===== config.mk =====
export PLATFORM = sky130hd
export DESIGN_NAME = serial_sub_flat
export DESIGN_NICKNAME = d
export VERILOG_FILES = /design/src/rtl/serial_sub_pkg.sv /design/src/rtl/serial_sub_if.sv /design/src/rtl/full_sub.sv /design/src/rtl/serial_sub.sv /design/src/flat_wrapper.sv
export SDC_FILE = /design/constraint.sdc
export NUM_CORES = 1
export LEC_CHECK = 0
export BUFFER_PORTS_ARGS = -buffer_cell sky130_fd_sc_hd__buf_2
export CORE_MARGIN = 4
export CORE_UTILIZATION = 56
export CTS_CLUSTER_SIZE = 16
export DETAILED_ROUTE_END_ITERATION = 6
export GPL_ROUTABILITY_DRIVEN = 0
export PLACE_DENSITY = 0.82
export RECOVER_POWER = 100
export SYNTH_ARGS = -nofsm -noshare
export SYNTH_HDL_FRONTEND = slang
export SYNTH_SLANG_ARGS = --single-unit

===== constraint.sdc =====
create_clock -name clk -period 3.3 [get_ports clk]
set_input_delay 0.66 -clock clk [delete_from_list [all_inputs] [get_ports clk]]
set_output_delay 0.66 -clock clk [all_outputs]
set_load 0.05 [all_outputs]

===== src/rtl/serial_sub_pkg.sv =====
// Shared types for the bit-serial subtractor: FSM state encoding.
package serial_sub_pkg;

    localparam int ST_W = 2;

    typedef enum logic [ST_W-1:0] {
        IDLE  = 2'd0,
        SHIFT = 2'd1,
        DONE  = 2'd2
    } state_t;

endpackage


===== src/rtl/serial_sub_if.sv =====
// Operand/result handshake bundle for serial_sub.
// The ovf signal exists only when SERIAL_SUB_OVF_EN is defined.
interface serial_sub_if #(
    parameter int WIDTH = 8
);
    logic             in_valid;
    logic             in_ready;
    logic [WIDTH-1:0] a;
    logic [WIDTH-1:0] b;
    logic             out_valid;
    logic             out_ready;
    logic [WIDTH-1:0] diff;
    logic             borrow;
`ifdef SERIAL_SUB_OVF_EN
    logic             ovf;

    modport master (
        output in_valid, a, b, out_ready,
        input  in_ready, out_valid, diff, borrow, ovf
    );
    modport slave (
        input  in_valid, a, b, out_ready,
        output in_ready, out_valid, diff, borrow, ovf
    );
`else
    modport master (
        output in_valid, a, b, out_ready,
        input  in_ready, out_valid, diff, borrow
    );
    modport slave (
        input  in_valid, a, b, out_ready,
        output in_ready, out_valid, diff, borrow
    );
`endif
endinterface


===== src/rtl/full_sub.sv =====
// 1-bit full subtractor cell: a[0] - a[1] - a[2] -> y[0] difference, y[1] borrow.
module full_sub (
    input  logic [0:2] a,
    output logic [0:1] y
);
    assign y[0] = a[0] ^ a[1] ^ a[2];
    assign y[1] = (~a[0] & a[1]) | (~a[0] & a[2]) | (a[1] & a[2]);
endmodule


===== src/rtl/serial_sub.sv =====
// Bit-serial WIDTH-bit subtractor (diff = a - b, LSB first) around one full_sub cell.
// Define SERIAL_SUB_OVF_EN to add signed-overflow detection (ovf).
module serial_sub
    import serial_sub_pkg::*;
#(
    parameter int WIDTH = 8
) (
    input  logic clk,
    input  logic rst,
    serial_sub_if.slave bus
);

    localparam int CNT_W = $clog2(WIDTH + 1);

    state_t           state_q;
    state_t           state_d;
    logic [WIDTH-1:0] a_sh;
    logic [WIDTH-1:0] b_sh;
    logic [WIDTH-1:0] res_q;
    logic [WIDTH-1:0] res_nxt;
    logic             brw_q;
    logic [CNT_W-1:0] cnt_q;
    logic [0:2]       cell_in;
    logic [0:1]       cell_out;
    logic             accept;
    logic             last_bit;

    assign cell_in  = {a_sh[0], b_sh[0], brw_q};
    assign accept   = (state_q == IDLE) && bus.in_valid;
    assign last_bit = (cnt_q == CNT_W'(WIDTH - 1));

    full_sub u_cell (
        .a (cell_in),
        .y (cell_out)
    );

    // Result fills from the MSB; written this way so WIDTH=1 needs no special slice.
    always_comb begin
        res_nxt            = res_q >> 1;
        res_nxt[WIDTH-1]   = cell_out[0];
    end

    always_ff @(posedge clk or posedge rst) begin
        if (rst) state_q <= IDLE;
        else     state_q <= state_d;
    end

    always_comb begin
        state_d = state_q;
        case (state_q)
            IDLE:    if (bus.in_valid)  state_d = SHIFT;
            SHIFT:   if (last_bit)      state_d = DONE;
            DONE:    if (bus.out_ready) state_d = IDLE;
            default:                    state_d = IDLE;
        endcase
    end

    always_ff @(posedge clk or posedge rst) begin
        if (rst) begin
            a_sh  <= '0;
            b_sh  <= '0;
            res_q <= '0;
            brw_q <= 1'b0;
            cnt_q <= '0;
        end else if (accept) begin
            a_sh  <= bus.a;
            b_sh  <= bus.b;
            brw_q <= 1'b0;
            cnt_q <= '0;
        end else if (state_q == SHIFT) begin
            a_sh  <= a_sh >> 1;
            b_sh  <= b_sh >> 1;
            res_q <= res_nxt;
            brw_q <= cell_out[1];
            cnt_q <= cnt_q + CNT_W'(1);
        end
    end

`ifdef SERIAL_SUB_OVF_EN
    logic a_msb_q;
    logic b_msb_q;

    always_ff @(posedge clk or posedge rst) begin
        if (rst) begin
            a_msb_q <= 1'b0;
            b_msb_q <= 1'b0;
        end else if (accept) begin
            a_msb_q <= bus.a[WIDTH-1];
            b_msb_q <= bus.b[WIDTH-1];
        end
    end
`endif

    always_comb begin
        bus.in_ready  = (state_q == IDLE);
        bus.out_valid = (state_q == DONE);
`ifdef SERIAL_SUB_OVF_EN
        bus.ovf       = (state_q == DONE) && (a_msb_q != b_msb_q) && (res_q[WIDTH-1] != a_msb_q);
`endif
    end

    assign bus.diff   = res_q;
    assign bus.borrow = brw_q;

endmodule

===== src/flat_wrapper.sv =====
// flat-port wrapper written by rule: the top's interface ports become plain ports
module serial_sub_flat import serial_sub_pkg::*;
#(
    parameter int WIDTH = 8
)
  (clk, rst, bus_in_valid, bus_a, bus_b, bus_out_ready, bus_in_ready, bus_out_valid, bus_diff, bus_borrow);
  serial_sub_if #(.WIDTH(WIDTH)) bus_i ();
  input  logic clk;
  input  logic rst;
  input wire logic [$bits(bus_i.in_valid)-1:0] bus_in_valid;
  input wire logic [$bits(bus_i.a)-1:0] bus_a;
  input wire logic [$bits(bus_i.b)-1:0] bus_b;
  input wire logic [$bits(bus_i.out_ready)-1:0] bus_out_ready;
  output wire logic [$bits(bus_i.in_ready)-1:0] bus_in_ready;
  output wire logic [$bits(bus_i.out_valid)-1:0] bus_out_valid;
  output wire logic [$bits(bus_i.diff)-1:0] bus_diff;
  output wire logic [$bits(bus_i.borrow)-1:0] bus_borrow;
  assign bus_i.in_valid = bus_in_valid;
  assign bus_i.a = bus_a;
  assign bus_i.b = bus_b;
  assign bus_i.out_ready = bus_out_ready;
  assign bus_in_ready = bus_i.in_ready;
  assign bus_out_valid = bus_i.out_valid;
  assign bus_diff = bus_i.diff;
  assign bus_borrow = bus_i.borrow;
  serial_sub #(.WIDTH(WIDTH)) u_core (.clk(clk), .rst(rst), .bus(bus_i));
endmodule

==> results of run 1 <==
==> state kept, by name, summed over array words and instances (netlist names) <==
register           cells
u_core.state_q         2
u_core.bus.borrow      1
u_core.a_sh            8
u_core.bus.diff        8
u_core.cnt_q           4
u_core.b_sh            8
==> layout by cell type, fill, tap and decap left out, types with 3 or more instances in the layout <==
cell	n
dfrtp_1	31
buf_2	19
clkbuf_4	5
a22oi_1	14
nand2_1	62
inv_1	4
clkbuf_1	12
o21ai_0	4
nand3_1	3
==> kinds of logic after synthesis <==
| family | count (synthesis) | share of synthesized area [%] |
|---|---|---|
| AND/OR/NAND/NOR | 75 | 24.0 |
| flip-flops | 31 | 56.1 |
| buffers and inverters | 12 | 6.33 |
| AO/OA/AOI/OAI | 20 | 10.5 |
| multiplexers | 1 | 0.724 |
| adder cells (fa/ha/maj) | 2 | 2.35 |
==> area by class of cell <==
cell class              instances  share of cell area [%]
repair buffers                 31                    9.33
clock buffers                   8                    4.46
flip-flops and latches         31                    50.3
well taps                      28                    2.27
multi-input cells              98                    32.7
inverters                       4                   0.973
==> layer usage <==
metal	vias to the layer above	part of all wire (%)	global-route usage, %
met5	-	0	0
li1	526	-	-
met3	5	6.6	4.23
met4	0	1.6	10.3
met2	34	51	29.7
met1	507	41	20.3
==> where the power goes <==
group / total (mW) / leakage, nW / internal, mW / switching (mW)
sequential: 0.652 / 0.397 / 0.537 / 0.115
clock: 0.247 / 0.0386 / 0.125 / 0.122
combinational: 0.644 / 0.380 / 0.177 / 0.466
total: 1.54 / 0.816 / 0.839 / 0.703
==> critical path, cell delays in order (launching register included) <==
cell	delay [ps]
dfrtp_1	450
nor3b_1	1320
a22oi_1	190
nand2_1	140
==> cell usage after synthesis (2+ instances only) <==
cell type  count  area share, %
nand2_1       62             17
nand3_1        3            1.1
o21ai_0        2           0.72
o21ai_1        2           0.72
nand3_2        2            1.4
buf_4          3            1.6
dfrtp_1       31             56
inv_1          4            1.1
buf_6          4            3.3
nand2b_1       2           0.90
a22oi_1       14            7.6
==> final timing paths <==
check	from	endpoint	slack, ps
max	u_core.state_q[0]$_DFFE_PP0P_	u_core.b_sh[1]$_DFFE_PP0P_	1140
min	u_core.bus.diff[0]$_DFFE_PP0P_	u_core.bus.diff[0]$_DFFE_PP0P_	480
max reg2reg	u_core.state_q[0]$_DFFE_PP0P_	u_core.b_sh[1]$_DFFE_PP0P_	1140
min reg2reg	u_core.bus.diff[0]$_DFFE_PP0P_	u_core.bus.diff[0]$_DFFE_PP0P_	480
max in group asynchronous	rst	u_core.a_sh[5]$_DFFE_PP0P_	2020
min in group asynchronous	rst	u_core.a_sh[3]$_DFFE_PP0P_	610
==> results.md, run 1 <==
* Status: finished, violations left
* Failing checks: capacitance limit, slew limit
* Layout Utilization at 67.8%
* Fin area at 1540 um2
* Worst slew pin tran at 1630 ps
* Multi-input logic area at 504 um2
* Worst setup EP type: register
* Antenna-violating nets left at 0
* Hold Crit Depth at 2
* Initial antenna violation count at 0
* Final Hold Fails at 0
* Clock slew at reported path FFs at 90 ps
* Critical Path RT at 3550 ps
* Number of global-route vias before repair at 1079
* Sequential cell area at 776 um2
* Post-Synthesis Cells at 141
* Hold crit path type: register to register
* Tmin final at 2160 ps
* Crit Path Class: register to register
* Num rows at 17
* Vias per cell at 5.36
* Max Freq at 0.463 GHz
* Placed insts at 192
* P per Cell Area at 1000 nW/um2
* GRT Util Overall at 17.6%
* CTS root buffer: clkbuf_4
* Register area share after synthesis at 56.1%
* Full die area at 3330 um2
* Worst Path Arrival at 2420 ps
* Setup Viol. Count Final at 0
* First-pass GRT wire length at 4510 um
* Worst slack, placed at 1570 ps
* Max clock buf depth at 2
* Initial DRC Count at 30
* Cts repair resizes at 0
* Maximum Capacitance Violations at 1
* Post-route setup slack at 1140 ps
* Final setup TNS at 0 ps
* Crit path max fanout at 16
* Setup Buffers After CTS at 0
* Number of synthesized flops with an enable pin at 0
* Mapped Nets at 163
* Dominant register cell in the synthesized netlist: dfrtp_1
* Slew Limit Fails at 17
* VDD IR max at 0.568 mV
* Max Clock Skew at 2.65 ps
* Worst hold slack at 482 ps
* Port Buf Inserts at 30
* Routed length per instance at 13.4 um
* FFs w/ async S/R, synth at 100%
* Gr ovfl total at 0
* Die width at 57.7 um
* Unrepaired setup endpoints after global routing: no
* Leak at 0.816 nW
* Library cells used by synthesis at 23
* DP HPWL at 1930 um
* Yosys warning count at 0
* Fin nets at 193
* Residual DRC at 0
* Worst slew margin at -9.20%
* Hold_buf cts at 0
* Largest net degree at the start of global routing at 32
* Post-Syn Area at 1380 um2
* H-tree depth at 2
* I/O pins at 31
* Area growth syn-to-layout at 11.6%
* Die Y at 57.7 um
* Via Count at 1072
* Layout cells sized above 1 at 16.9%
* Core area at 2280 um2
* Reg2reg path depth at 3
* DP Area at 1500 um2
* Worst-Skew Late Latency at 320 ps
* Total iterations of the first detailed-routing run at 4
* Avg Cell Area, Syn at 9.81 um2
* Final non-filler cell total at 200
* Filler cells at 199
* Drt total wl at 2680 um
* Post-route total power at 1.54 mW
* CTS tree: yes
* Post-synthesis register bit count at 31
* # diodes at 0
* Num Clock Sinks at 31
* Startpoint Class: register
* Starting Density at 60.7%
* CTS Buf Count at 5
* Crit share post-route at 65.5%
(Power assumes the default switching activity.)
==> inputs of run 2 (changes only) <==
--- a/config.mk
+++ b/config.mk
@@ -7,11 +7,11 @@
 export LEC_CHECK = 0
 export BUFFER_PORTS_ARGS = -buffer_cell sky130_fd_sc_hd__buf_2
 export CORE_MARGIN = 4
-export CORE_UTILIZATION = 56
+export CORE_UTILIZATION = 47
 export CTS_CLUSTER_SIZE = 16
 export DETAILED_ROUTE_END_ITERATION = 6
 export GPL_ROUTABILITY_DRIVEN = 0
-export PLACE_DENSITY = 0.82
+export PLACE_DENSITY = 0.74
 export RECOVER_POWER = 100
 export SYNTH_ARGS = -nofsm -noshare
 export SYNTH_HDL_FRONTEND = slang
==> constraint.sdc (replaced) <==
create_clock -name clk -period 1.8 [get_ports clk]
set_input_delay 0.36 -clock clk [delete_from_list [all_inputs] [get_ports clk]]
set_output_delay 0.36 -clock clk [all_outputs]
set_load 0.05 [all_outputs]
==> run 2 against run 1 <==
Against the previous run: the flow now finishes without violations; via count shrank 0.47%; clock power is 83% higher; sequential share of layout area fell by 1.2 points; register-to-register slack worse by 870 ps; setup slack lost 1000 ps; die area up 16%.
==> results.md, run 2 (synthesized netlist as in run 1, its figures left out) <==
* Setup Viol. Count Final at 0
* Num Clock Sinks at 31
* Area growth syn-to-layout at 14.4%
* Crit share post-route at 92.5%
* Drt total wl at 2670 um
* Crit Path Class: register to output pin
* Placed insts at 198
* Worst setup EP type: output pin
* Multi-input logic area at 519 um2
* CTS Buf Count at 5
* Critical Path RT at 1440 ps
* Die Y at 62.2 um
* Via Count at 1067
* Fin nets at 196
* Final non-filler cell total at 206
* DR WL met2 at 1290 um
* Initial antenna violation count at 0
* Total iterations of the first detailed-routing run at 4
* Port Buf Inserts at 30
* Worst-Skew Late Latency at 330 ps
* Largest net degree at the start of global routing at 32
* Hold crit path type: primary input to async pin
* Worst hold slack at 207 ps
* Sequential cell area at 776 um2
* Metal-1 WL at 1120 um
* Crit-path max cell delay at 480 ps
* Die width at 62.2 um
* CTS root buffer: clkbuf_4
* Final Hold Fails at 0
* I/O pins at 31
* Most frequent cells in the layout: nand2_1 (62), dfrtp_1 (31), buf_2 (20)
* Layout cells sized above 1 at 20.6%
* Slew Limit Fails at 0
* Routed length per instance at 13.0 um
* Worst Path Arrival at 1300 ps
* First-pass GRT wire length at 4530 um
* VDD IR max at 1.31 mV
* Crit path max fanout at 8
* Hold_buf cts at 0
* Starting Density at 49.7%
* Unrepaired setup endpoints after global routing: no
* Number of global-route vias before repair at 1046
* CTS tree: yes
* Final setup TNS at 0 ps
* Cts repair resizes at 0
* Num rows at 19
* Worst-path cell chain: nand2b_1, inv_1, buf_2
* Filler cells at 269
* Layout Utilization at 56.9%
* Met3 WL post-DR at 200 um
* Setup Buffers After CTS at 0
* Reg2reg path depth at 4
* H-tree depth at 2
* Status: finished clean
* CP max-delay cell: dfrtp_1
* GRT Util Overall at 15.0%
* # diodes at 0
* Clock slew at reported path FFs at 90 ps
* Residual DRC at 0
* Antenna-violating nets left at 0
* Vias per cell at 5.18
* Worst slew pin tran at 729 ps
* Leak at 0.844 nW
* Stages on the worst setup path at 3
* Initial DRC Count at 60
* Worst slew margin at 51.4%
* Top Metal Used: met4
* Max Freq at 0.601 GHz
* Buf/Inv on CP at 2
* DP HPWL at 1890 um
* P per Cell Area at 1810 nW/um2
* Maximum Capacitance Violations at 0
* Gr ovfl total at 0
* Max clock buf depth at 2
* Top cell family by delay on the critical path: flip-flops
* Full die area at 3870 um2
* Core area at 2780 um2
* Max Clock Skew at 3.53 ps
* Startpoint Class: register
* Tmin final at 1660 ps
* Commonest non-fill, non-tap cell in the layout: nand2_1
[run 2: cell types whose count changed in the layout (fill, tap and decap cells not counted), sizes merged]
cell / before / now
clkbuf: 19 / 20
buf: 20 / 22
[run 2: layout make-up]
cell class | count | share of cell area [%]
flip-flops and latches | 31 | 49.1
multi-input cells | 98 | 32.8
repair buffers | 34 | 10.4
clock buffers | 8 | 4.35
well taps | 31 | 2.45
inverters | 4 | 0.949
[run 2: metal layers]
metal | vias to the layer above | GRT usage [%]
li1 | 529 | -
met2 | 34 | 23.4
met4 | 0 | 7.32
met3 | 7 | 6.31
met5 | - | 0
met1 | 497 | 17.7
[run 2: metrics by stage]
stage	cell area, um2	setup WS (ps)	power, mW
3_5_place_dp	1530	429	2.48
2_1_floorplan	1380	295	2.24
3_3_place_gp	1530	490	2.41
4_1_cts	1600	113	2.93
6_report	1580	135	2.87
5_1_grt	1580	13.9	3.12
[run 2: power breakdown]
part           total, mW  internal, mW  switching, mW
registers           1.20         0.984          0.214
clock network      0.451         0.229          0.222
logic               1.22         0.349          0.868
[run 2: worst paths after layout]
| path | from | end | slack [ps] |
|---|---|---|---|
| min in group clk | bus_out_ready | u_core.state_q[1]$_DFFE_PP0P_ | 210 |
| min | rst | u_core.bus.diff[5]$_DFFE_PP0P_ | 210 |
| max | u_core.state_q[0]$_DFFE_PP0P_ | bus_out_valid | 140 |
| max reg2reg | u_core.state_q[0]$_DFFE_PP0P_ | u_core.cnt_q[3]$_DFFE_PP0P_ | 270 |
| max in group asynchronous | rst | u_core.a_sh[3]$_DFFE_PP0P_ | 1120 |
| min reg2reg | u_core.a_sh[3]$_DFFE_PP0P_ | u_core.a_sh[3]$_DFFE_PP0P_ | 480 |
[run 2: worst register-to-register path, cell delays in order, from the launching register on]
cell and delay, ps:
dfrtp_1 500, nor2b_1 180, clkbuf_2 420, nand4_1 170, mux2i_1 140
==> inputs of run 3 (changes only) <==
--- a/config.mk
+++ b/config.mk
@@ -15,4 +15,5 @@
 export RECOVER_POWER = 100
 export SYNTH_ARGS = -nofsm -noshare
 export SYNTH_HDL_FRONTEND = slang
+export SYNTH_HIERARCHICAL = 1
 export SYNTH_SLANG_ARGS = --single-unit
==> run 3 against run 2 <==
Against the previous run: setup slack better by 60 ps; sequential cell count stayed put; sequential power hardly changed; global-route usage is 0.43 points higher; largest cell class unchanged; largest power group unchanged.
==> results.md, run 3 <==
* Crit path max fanout at 6
* VDD IR max at 1.38 mV
* Post-route total power at 2.75 mW
* Post-synthesis mux area share at 0.749%
* Tmin final at 1610 ps
* Largest cells by area after synthesis: dfrtp_1 (58%), nand2_1 (17%), a22oi_1 (7.9%), buf_2 (2.6%), nand2b_1 (1.9%)
* Maximum Capacitance Violations at 0
* Post-Synthesis Cells at 141
* Max Freq at 0.623 GHz
* Multi-input logic area at 507 um2
* Post-synthesis register bit count at 31
* Via Count at 1048
* Worst slew margin at 49.8%
* Synth top area share at 58.1%
* Main combinational cell family by area after synthesis: simple AND/OR/NAND/NOR gates
* Sequential cell area at 776 um2
* Largest net degree at the start of global routing at 32
* Simple-Gate Fraction of Synth Area at 22.0%
* Worst setup EP type: output pin
* Worst-Skew Late Latency at 310 ps
* Top cells by count, synth: nand2_1 (62), dfrtp_1 (31), a22oi_1 (14), buf_2 (7), o21ai_1 (5)
* Final setup TNS at 0 ps
* Worst slew pin tran at 753 ps
* # diodes at 0
* H-tree depth at 2
* Num rows at 19
* Area growth syn-to-layout at 16.0%
* Yosys warning count at 6
* Initial DRC Count at 29
* Critical Path RT at 1440 ps
* Worst hold slack at 229 ps
* Register area share after synthesis at 58.1%
* Most frequent cells in the layout: nand2_1 (62), dfrtp_1 (31), buf_2 (19)
* CTS Buf Count at 5
* Number of synthesized flops with an enable pin at 0
* Library cells used by synthesis at 21
* Crit share post-route at 89.2%
* Layout cells sized above 1 at 18.9%
* CTS root buffer: clkbuf_4
* Startpoint Class: register
* Total iterations of the first detailed-routing run at 4
* FFs w/ async S/R, synth at 100%
* DP HPWL at 1790 um
* Final Hold Fails at 0
* Avg Cell Area, Syn at 9.48 um2
* XOR/XNOR Fraction of Synth Area at 0%
* Routed length per instance at 12.3 um
* Leading area contributor after synthesis: dfrtp_1
* Status: finished clean
* GRT Util Overall at 15.5%
* Max Clock Skew at 10.9 ps
* First-pass GRT wire length at 4260 um
* Setup Viol. Count Final at 0
* Max clock buf depth at 2
* Port Buf Inserts at 30
* Hold crit path type: primary input to register
* Setup Buffers After CTS at 0
* Residual DRC at 0
* Leak at 0.829 nW
* DP Area at 1520 um2
* Gr ovfl total at 0
* Post-Syn Area at 1340 um2
* Vias per cell at 5.09
* Filler cells at 263
* Mapped Nets at 163
* Cell with the most instances after synthesis: nand2_1
* Number of global-route vias before repair at 1019
* Antenna-violating nets left at 0
* Initial antenna violation count at 0
* Synthesized-area fraction occupied by adder cells at 2.43%
* Slew Limit Fails at 0
* Hold_buf cts at 0
* Core area at 2730 um2
* Drt total wl at 2520 um
* Unrepaired setup endpoints after global routing: no
* Die Y at 61.3 um
* Fin nets at 196
* Cts repair resizes at 0
* CTS tree: yes
* Full die area at 3760 um2
* Die width at 61.3 um
* Clock slew at reported path FFs at 80 ps
* Num Clock Sinks at 31
* Dominant register cell in the synthesized netlist: dfrtp_1
* Compound-Gate Fraction of Synth Area at 12.7%
* I/O pins at 31
* Starting Density at 48.9%
* P per Cell Area at 1780 nW/um2
* Fin area at 1550 um2
* Commonest non-fill, non-tap cell in the layout: nand2_1
* Crit Path Class: register to output pin
* Worst Path Arrival at 1250 ps
## run 3: changes by cell type after synthesis, sizes merged
cell    before  now
a21o         0    1
buf          8    7
clkbuf       0    1
nand2b       2    4
nand3        5    0
nand3b       1    0
nor3b        1    2
o21ai        4    6
o21bai       1    2
or3b         1    0
## run 3: cell type report
| cell class | instances | share of cell area [%] |
|---|---|---|
| repair buffers | 34 | 10.6 |
| inverters | 4 | 0.969 |
| multi-input cells | 98 | 32.7 |
| flip-flops and latches | 31 | 50.0 |
| well taps | 31 | 2.50 |
| clock inverters | 1 | 0.323 |
| clock buffers | 7 | 2.91 |
## run 3: per-stage QoR
step	util [%]	worst slack, ps	instances
6_report	56.7	195	206
5_1_grt	56.7	124	206
4_1_cts	57.3	188	206
3_5_place_dp	55.5	469	198
3_3_place_gp	55.5	526	198
2_1_floorplan	-	352	141
## run 3: final timing paths
path / from / endpoint / slack [ps] / depth (start not counted)
worst max register to register: u_core/state_q[0]$_DFFE_PP0P_ / u_core/cnt_q[3]$_DFFE_PP0P_ / 340 / 4
max in group asynchronous: rst / u_core/b_sh[6]$_DFFE_PP0P_ / 1070 / 3
worst max-delay path: u_core/state_q[0]$_DFFE_PP0P_ / bus_out_valid / 190 / 3
worst min-delay path: bus_out_ready / u_core/state_q[1]$_DFFE_PP0P_ / 230 / 2
min in group asynchronous: rst / u_core/bus.diff[1]$_DFFE_PP0P_ / 250 / 3
worst min register to register: u_core/b_sh[1]$_DFFE_PP0P_ / u_core/b_sh[1]$_DFFE_PP0P_ / 480 / 2
## run 3: where the power goes
part	internal, mW	switching (mW)
registers	0.990	0.202
logic	0.353	0.847
clock network	0.152	0.211
## run 3: per-layer routing
metal | GRT usage, % | vias to the layer above | share of wire (%)
met5 | 0 | - | 0
met4 | 7.74 | 0 | 1.3
met3 | 5.03 | 4 | 5.8
met2 | 25.4 | 24 | 49
met1 | 18.1 | 493 | 44
li1 | - | 527 | -
## run 3: kinds of logic (layout without fill, tap and decap cells)
kind of cell / Yosys count / after routing
AOI/OAI and AO/OA: 24 / 24
muxes: 1 / 1
buffers and inverters: 12 / 46
DFF: 31 / 31
and+or+nand+nor: 71 / 71
adders and majority gates: 2 / 2
## run 3: worst max-delay path, cell delays in order, from the launching register on
cell and delay (ps):
dfrtp_1 440, nand2b_1 180, inv_1 60, clkbuf_2 260
